### config.mk
export PLATFORM = sky130hd
export DESIGN_NAME = branch_resolver
export DESIGN_NICKNAME = d
export VERILOG_FILES = /design/src/rtl/branch_resolver.sv
export SDC_FILE = /design/constraint.sdc
export NUM_CORES = 1
export LEC_CHECK = 0
export CAP_MARGIN = 20
export CORE_AREA = 8 8 128 220
export CTS_CLUSTER_DIAMETER = 50
export CTS_CLUSTER_SIZE = 40
export DETAILED_ROUTE_END_ITERATION = 16
export DIE_AREA = 0 0 136 228
export HOLD_SLACK_MARGIN = 0.08
export PLACE_DENSITY_LB_ADDON = 0.08
export SLEW_MARGIN = 0
export SYNTH_ARGS = -nofsm -noshare
export SYNTH_HDL_FRONTEND = slang
export SYNTH_SLANG_ARGS = --single-unit
### constraint.sdc
create_clock -name clk -period 6.08 [get_ports clk]
set_input_delay 0.912 -clock clk [delete_from_list [all_inputs] [get_ports clk]]
set_output_delay 0.912 -clock clk [all_outputs]
set_load 0.05 [all_outputs]
### src/rtl/branch_resolver.sv
// branch_resolver: execute-stage branch evaluation, misprediction redirect/flush and statistics.
`ifndef BR_DEFS
`define BR_DEFS
`define WORD_T logic [31:0]
`define OPER_T logic [3:0]
`define OP_BEQ  4'd0
`define OP_BNE  4'd1
`define OP_BLT  4'd4
`define OP_BGE  4'd5
`define OP_BLTU 4'd6
`define OP_BGEU 4'd7
`endif

module branch_resolver #(
    parameter int CNT_W = 32
) (
    input  logic             clk,
    input  logic             rst,
    input  logic             in_valid,
    output logic             in_ready,
    input  `OPER_T           in_op,
    input  `WORD_T           in_pc,
    input  `WORD_T           in_imm,
    input  `WORD_T           in_rs1_data,
    input  `WORD_T           in_rs2_data,
    input  logic             in_pred_taken,
    output logic             res_valid,
    output logic             res_taken,
    output `WORD_T           res_target,
    output logic             redirect_valid,
    output `WORD_T           redirect_pc,
    input  logic             redirect_ready,
    output logic             flush,
    output logic [CNT_W-1:0] br_count,
    output logic [CNT_W-1:0] mispredict_count
);
    typedef enum logic {IDLE, REDIRECT} state_t;
    state_t state, state_nx;
    logic is_br, taken, eq, slt, ult, br_acc, mis;
    `WORD_T target, fallthrough;

    always_comb begin
        eq = in_rs1_data == in_rs2_data;
        slt = $signed(in_rs1_data) < $signed(in_rs2_data);
        ult = in_rs1_data < in_rs2_data;
        is_br = in_op inside {`OP_BEQ, `OP_BNE, `OP_BLT, `OP_BGE, `OP_BLTU, `OP_BGEU};
        taken = (in_op == `OP_BEQ)  ? eq   :
                (in_op == `OP_BNE)  ? !eq  :
                (in_op == `OP_BLT)  ? slt  :
                (in_op == `OP_BGE)  ? !slt :
                (in_op == `OP_BLTU) ? ult  :
                (in_op == `OP_BGEU) ? !ult : 1'b0;
        target = in_pc + in_imm;
        fallthrough = in_pc + 32'd4;
        in_ready = state == IDLE;
        redirect_valid = state == REDIRECT;
        br_acc = in_valid && in_ready && is_br;
        mis = br_acc && (taken != in_pred_taken);
        state_nx = (state == IDLE) ? (mis ? REDIRECT : IDLE) : (redirect_ready ? IDLE : REDIRECT);
    end

    always_ff @(posedge clk or posedge rst) begin
        if (rst) state <= IDLE;
        else state <= state_nx;
    end

    always_ff @(posedge clk or posedge rst) begin
        if (rst) begin
            res_valid <= 1'b0;
            res_taken <= 1'b0;
            res_target <= '0;
            redirect_pc <= '0;
            flush <= 1'b0;
            br_count <= '0;
            mispredict_count <= '0;
        end else begin
            res_valid <= br_acc;
            flush <= mis;
            if (br_acc) begin
                res_taken <= taken;
                res_target <= target;
                br_count <= br_count + 1'b1;
            end
            // redirect_pc only changes on a mispredict, so it stays stable throughout REDIRECT
            if (mis) begin
                redirect_pc <= taken ? target : fallthrough;
                mispredict_count <= mispredict_count + 1'b1;
            end
        end
    end
endmodule

Word-level counts from Yosys, hierarchy flattened
Index checks and enable logic that the tools add are counted.
Widths: inputs -> output; s select.
{"block": "classes", "n_eq_ne": 7, "magnitude_cmp": 2, "muxes": 10, "addsub": 4, "div_mod_pow": 0, "multipliers": 0, "shifts": 0, "reduce_logical": 8, "n_bitwise": 1}
{"operator": "$add 32x1->32 const B", "n": 2}
{"operator": "$lt 32x32->1", "n": 2}
{"operator": "$add 32x3->32 const B", "n": 1}
{"operator": "$add 32x32->32", "n": 1}
{"operator": "$eq 32x32->1", "n": 1}
{"operator": "$mux 32", "n": 1}
{"operator": "$eq 4x3->1 const B", "n": 4}
{"operator": "$mux 1", "n": 9}
{"operator": "$reduce_bool 6->1", "n": 1}
{"operator": "$eq 4x1->1 const B", "n": 1}
{"operator": "$logic_not 4->1", "n": 1}
{"operator": "$logic_and 1x1->1", "n": 3}
{"operator": "$logic_not 1->1", "n": 3}
{"operator": "$ne 1x1->1", "n": 1}
{"operator": "$not 1->1", "n": 1}
{"block": "word_totals", "inputBits": 137, "word_cells": 40, "ram_bits": 0, "memories": 0, "register_bits": 132, "romBits": 0, "output_inout_bits": 133, "latchBits": 0}

Longest topological paths before layout
{"block": "logic_depth", "depth_word": 12, "mapped_depth": 14, "depth_no_buf": 12}

Worst setup path before layout
Ideal clock, no wire load.
{"block": "synth_timing", "path_type": "input-to-reg", "start": "input port in_rs2_data[14] (netlist bit)", "end": "register mispredict_count[16]", "path_stages": 12, "setup_time_ns": 0.141, "t_arrival_ns": 3.620, "required_time_ns": 5.939, "path_buffers": 1, "path_slack_ns": 2.319, "cell_sequence": "inv_1 ha_1 nand4_1 or4_1 nor4_2 xnor2_1 or4_4 nand4_4 mux2i_1 clkbuf_1 nand3_1 xnor2_1"}
{"block": "synth_between", "elab_chain_len": 10, "word_cells_on_any_way": 14, "classes_between": "order compare: 2; eq/ne: 2; mux: 6; reduce/logical: 4"}
{"item": "start, declared", "line_no": "25", "source": "input `WORD_T in_rs2_data,"}
{"item": "$lt 32x32->1", "line_no": "45", "source": "ult = in_rs1_data < in_rs2_data;"}
{"item": "$logic_not 1->1", "line_no": "52", "source": "(in_op == `OP_BGEU) ? !ult : 1'b0;"}
{"item": "$mux 1", "line_no": "52"}
{"item": "$mux 1", "line_no": "51", "source": "(in_op == `OP_BLTU) ? ult :"}
{"item": "$mux 1", "line_no": "50", "source": "(in_op == `OP_BGE) ? !slt :"}
{"item": "$mux 1", "line_no": "49", "source": "(in_op == `OP_BLT) ? slt :"}
{"item": "$mux 1", "line_no": "48", "source": "(in_op == `OP_BNE) ? !eq :"}
{"item": "$mux 1 *", "line_no": "47", "source": "taken = (in_op == `OP_BEQ) ? eq :"}
{"item": "$ne 1x1->1 *", "line_no": "58", "source": "mis = br_acc && (taken != in_pred_taken);"}
{"item": "$logic_and 1x1->1 *", "line_no": "58"}
{"item": "end signal, assigned", "line_no": "87", "source": "mispredict_count <= mispredict_count + 1'b1;"}
{"item": "end, declared", "line_no": "35", "source": "output logic [CNT_W-1:0] mispredict_count"}
Mark *: on every way between the ends. The rest lies on a longest branch, timed or not.
A chain may end at the register's enable or synchronous reset.

Worst setup path in the final report
{"block": "layout_timing", "start": "input port in_rs2_data[14] (netlist bit)", "end": "register redirect_pc[27] (netlist bit)"}
{"block": "layout_between", "elab_chain_len": 10, "word_cells_on_any_way": 15, "classes_between": "order compare: 2; eq/ne: 2; mux: 7; reduce/logical: 4"}
{"item": "$lt 32x32->1", "line_no": "45"}
{"item": "$logic_not 1->1", "line_no": "52"}
{"item": "$mux 1", "line_no": "52"}
{"item": "$mux 1", "line_no": "51"}
{"item": "$mux 1", "line_no": "50"}
{"item": "$mux 1", "line_no": "49"}
{"item": "$mux 1", "line_no": "48"}
{"item": "$mux 1 *", "line_no": "47"}
{"item": "$ne 1x1->1", "line_no": "58"}
{"item": "$logic_and 1x1->1", "line_no": "58"}
{"item": "end signal, assigned", "line_no": "86", "source": "redirect_pc <= taken ? target : fallthrough;"}
{"item": "end, declared", "line_no": "31", "source": "output `WORD_T redirect_pc,"}
Marked as above.

==> flow_summary.yaml <==
drt:
  wl_per_cell_um: 18.5
  drc_errors: 0
  detail_route.vias_per_cell: 5.06
  firstDrtPassIters: 4
  drtIter0Drc: 317
  wl_mm: 28.3
  vias: 7749
  ant_nets: 0
timing:
  fmax_mhz: 225
  period_share_pct: 73.1
  finalSetupViolations: 0
  worst_pin_slew_ns: 0.808
  rsz0062_at_grt: "false"
  setup_tns_ns: 0
  slew_headroom_pct: 46.1
  fin_skew_ns: 0.00861
  slew_violations: 0
  hold_viol: 0
  finalCriticalPeriod_ns: 4.44
clock_network:
  htree_levels: 4
  cts_sinks: 132
  postCtsResizedCells: 0
  clock_latency_ns: 0.42
  root_buffer: "clkbuf_16"
  path_clk_slew_ns: 0.06
  cts_hold_buf: 0
  cts_tree: "done"
  cts_buffers: 17
  post-cts-setup-buffer-count: 0
  clockBufferDepth: 2
layout:
  design_area_mm2: 0.0123
  drive_gt1_share_pct: 6.26
  layout.area.seq_mm2: 0.00330
  layout_common_cells: "clkdlybuf4s50_1 (269), dfrtp_1 (132), nand2_1 (109), xnor2_1 (67), ha_1 (66)"
  nets: 1406
  area_delta_synth_final_pct: 41.5
  num-fill-cells: 2430
  multi_input_area_mm2: 0.00503
  final_common_cell: "clkdlybuf4s50_1"
  fin_cells: 1532
synthesis:
  yosys.area.top_type_share_pct: 38.1
  synth-async-reset-ratio_pct: 100
  yosysTopAreaCell: "dfrtp_1"
  synth_warnings: 0
  synth_nets: 1139
  ys_seq_area_share_pct: 38.1
  ys_ff_latch: 132
  synth-main-ff-cell: "dfrtp_1"
  synth_area_mm2: 0.00866
  netlist_instances: 935
  syn_area_per_cell_um2: 9.27
  synth_area_leaders: "dfrtp_1 (38%), ha_1 (9.5%), xnor2_1 (6.9%)"
  synth-edff-count: 0
  synth_cell_types: 60
grt:
  grt_pass1_vias: 8375
  overflow: 0
  grt_max_degree: 86
  grt_first_pass_wirelength_mm: 45.2
  track_usage_pct: 18.6
  antenna_found_initial: 1
power:
  power_density_mw_per_mm2: 319
  ir_worst_vdd_uv: 187
  power_leakage_nw: 5.35
  p_total_mw: 3.92
placed_design:
  post-place-cells: 1499
  gp_congestion: 0.822
  place_area_mm2: 0.0117
  port_buffers: 269
  place_hpwl_mm: 22.5
worst_setup_path:
  crit_path_max_fanout: 57
  crit_type: "input port to flop"
  reg2reg_depth: 11
  crit_path_end_kind: "flop"
  cp-endpoint: "redirect_pc[27]"
  cp-start-kind: "input port"
  regToRegStartpoint: "redirect_valid"
  r2r-end: "br_count[30]"
  arrival_ns: 4.75
  cp-startpoint: "in_rs2_data[14]"
  cp.required_ns: 6.39
  r2r_slack_ns: 3.43
floorplanning:
  dieWidth_um: 136
  rows: 77
  fp.coreArea_mm2: 0.0250
  dieArea_mm2: 0.0310
  io-pin-count: 270
  die_h_um: 228
  initial_utilization_pct: 34.6
run_status:
  status: "complete, no violations"
worst_hold_path:
  hold_class: "flop to flop"
job:
  cap_violations: 0
-- synth_stat cells (5+ instances only) --
master    instances
mux2_2           22
o21ai_0          58
inv_1            51
xnor2_1          68
and2_1           11
dfrtp_1         132
nand2_1         109
nand4_1          21
a21oi_1          56
and4_1           11
ha_1             66
nor2_1           53
buf_2             6
mux2_1            6
nor3_1           14
and3_1           15
xor2_1           53
o211ai_1          5
clkbuf_1         17
mux2i_1          11
a21o_1           11
nor2b_1           6
nand2b_1          8
nor4_1            7
nand3_1          46
-- per-layer routing --
layer  up-vias  wire length (µm)  global-route usage (%)
li1       3830                 -                       -
met1      3697             10200                    18.2
met2       181             15700                    35.6
met3        41              1420                    4.36
met4         0               914                    7.35
met5         -                 0                       0
-- critical path, cell delays in order --
cell and delay [ns]:
clkdlybuf4s50_1 0.46, inv_1 0.04, ha_1 0.30, nand4_1 0.18
or4_1 0.57, nor4_2 0.21, xnor2_1 0.10, or4_4 0.43
nand4_4 0.14, buf_4 0.56, mux2_2 0.41, a221o_1 0.29
a21o_1 0.15
-- worst min-delay path by stage --
stage,cells after the start,end,from,slack (ns)
6_report,1,br_count[31],br_count[31],0.46
5_1_grt,1,mispredict_count[31],mispredict_count[31],0.49
4_1_cts,1,mispredict_count[31],mispredict_count[31],0.47
3_5_place_dp,1,br_count[31],br_count[31],0.46
3_3_place_gp,1,br_count[31],br_count[31],0.46
2_1_floorplan,2,res_target[0],res_target[0],0.74
-- report_power, final --
group	total (mW)	switching, mW	internal (mW)
clock	1.02	0.426	0.590
combinational	1.71	1.10	0.610
sequential	1.19	0.131	1.06
-- final cells by class --
class,count,area share [%]
diodes,1,0.0204
clock buffers,19,3.69
clock inverters,13,1.00
inverters,52,1.67
multi-input cells,722,41.0
flip-flops and latches,132,26.9
well taps,316,3.22
repair buffers,277,22.4
-- flip-flops by register name, summed over array words and instances, names as in the netlist --
register and flops:
mispredict_count 32, res_valid 1, br_count 32, redirect_valid 1, flush 1, res_taken 1, redirect_pc 32, res_target 32
-- kinds of logic after synthesis --
| logic type | after synthesis | synth area share, % |
|---|---|---|
| AND/OR/NAND/NOR | 320 | 18.5 |
| AO/OA/AOI/OAI | 175 | 12.4 |
| flip-flops | 132 | 38.1 |
| XOR/XNOR | 121 | 12.2 |
| buffers and inverters | 81 | 4.13 |
| adder cells (fa/ha/maj) | 67 | 9.76 |
| multiplexers | 39 | 4.91 |
-- per-stage QoR --
stage                     utilization [%]  setup WS, ns  hold slack [ns]
after global routing                 49.0          1.36            0.493
after CTS                            49.0          1.61            0.469
final                                49.0          1.64            0.464
after floorplan                         -          1.64            0.744
after global placement               46.7          1.18            0.461
after detailed placement             46.7          1.16            0.461
Power figures use the tool's default switching activity.
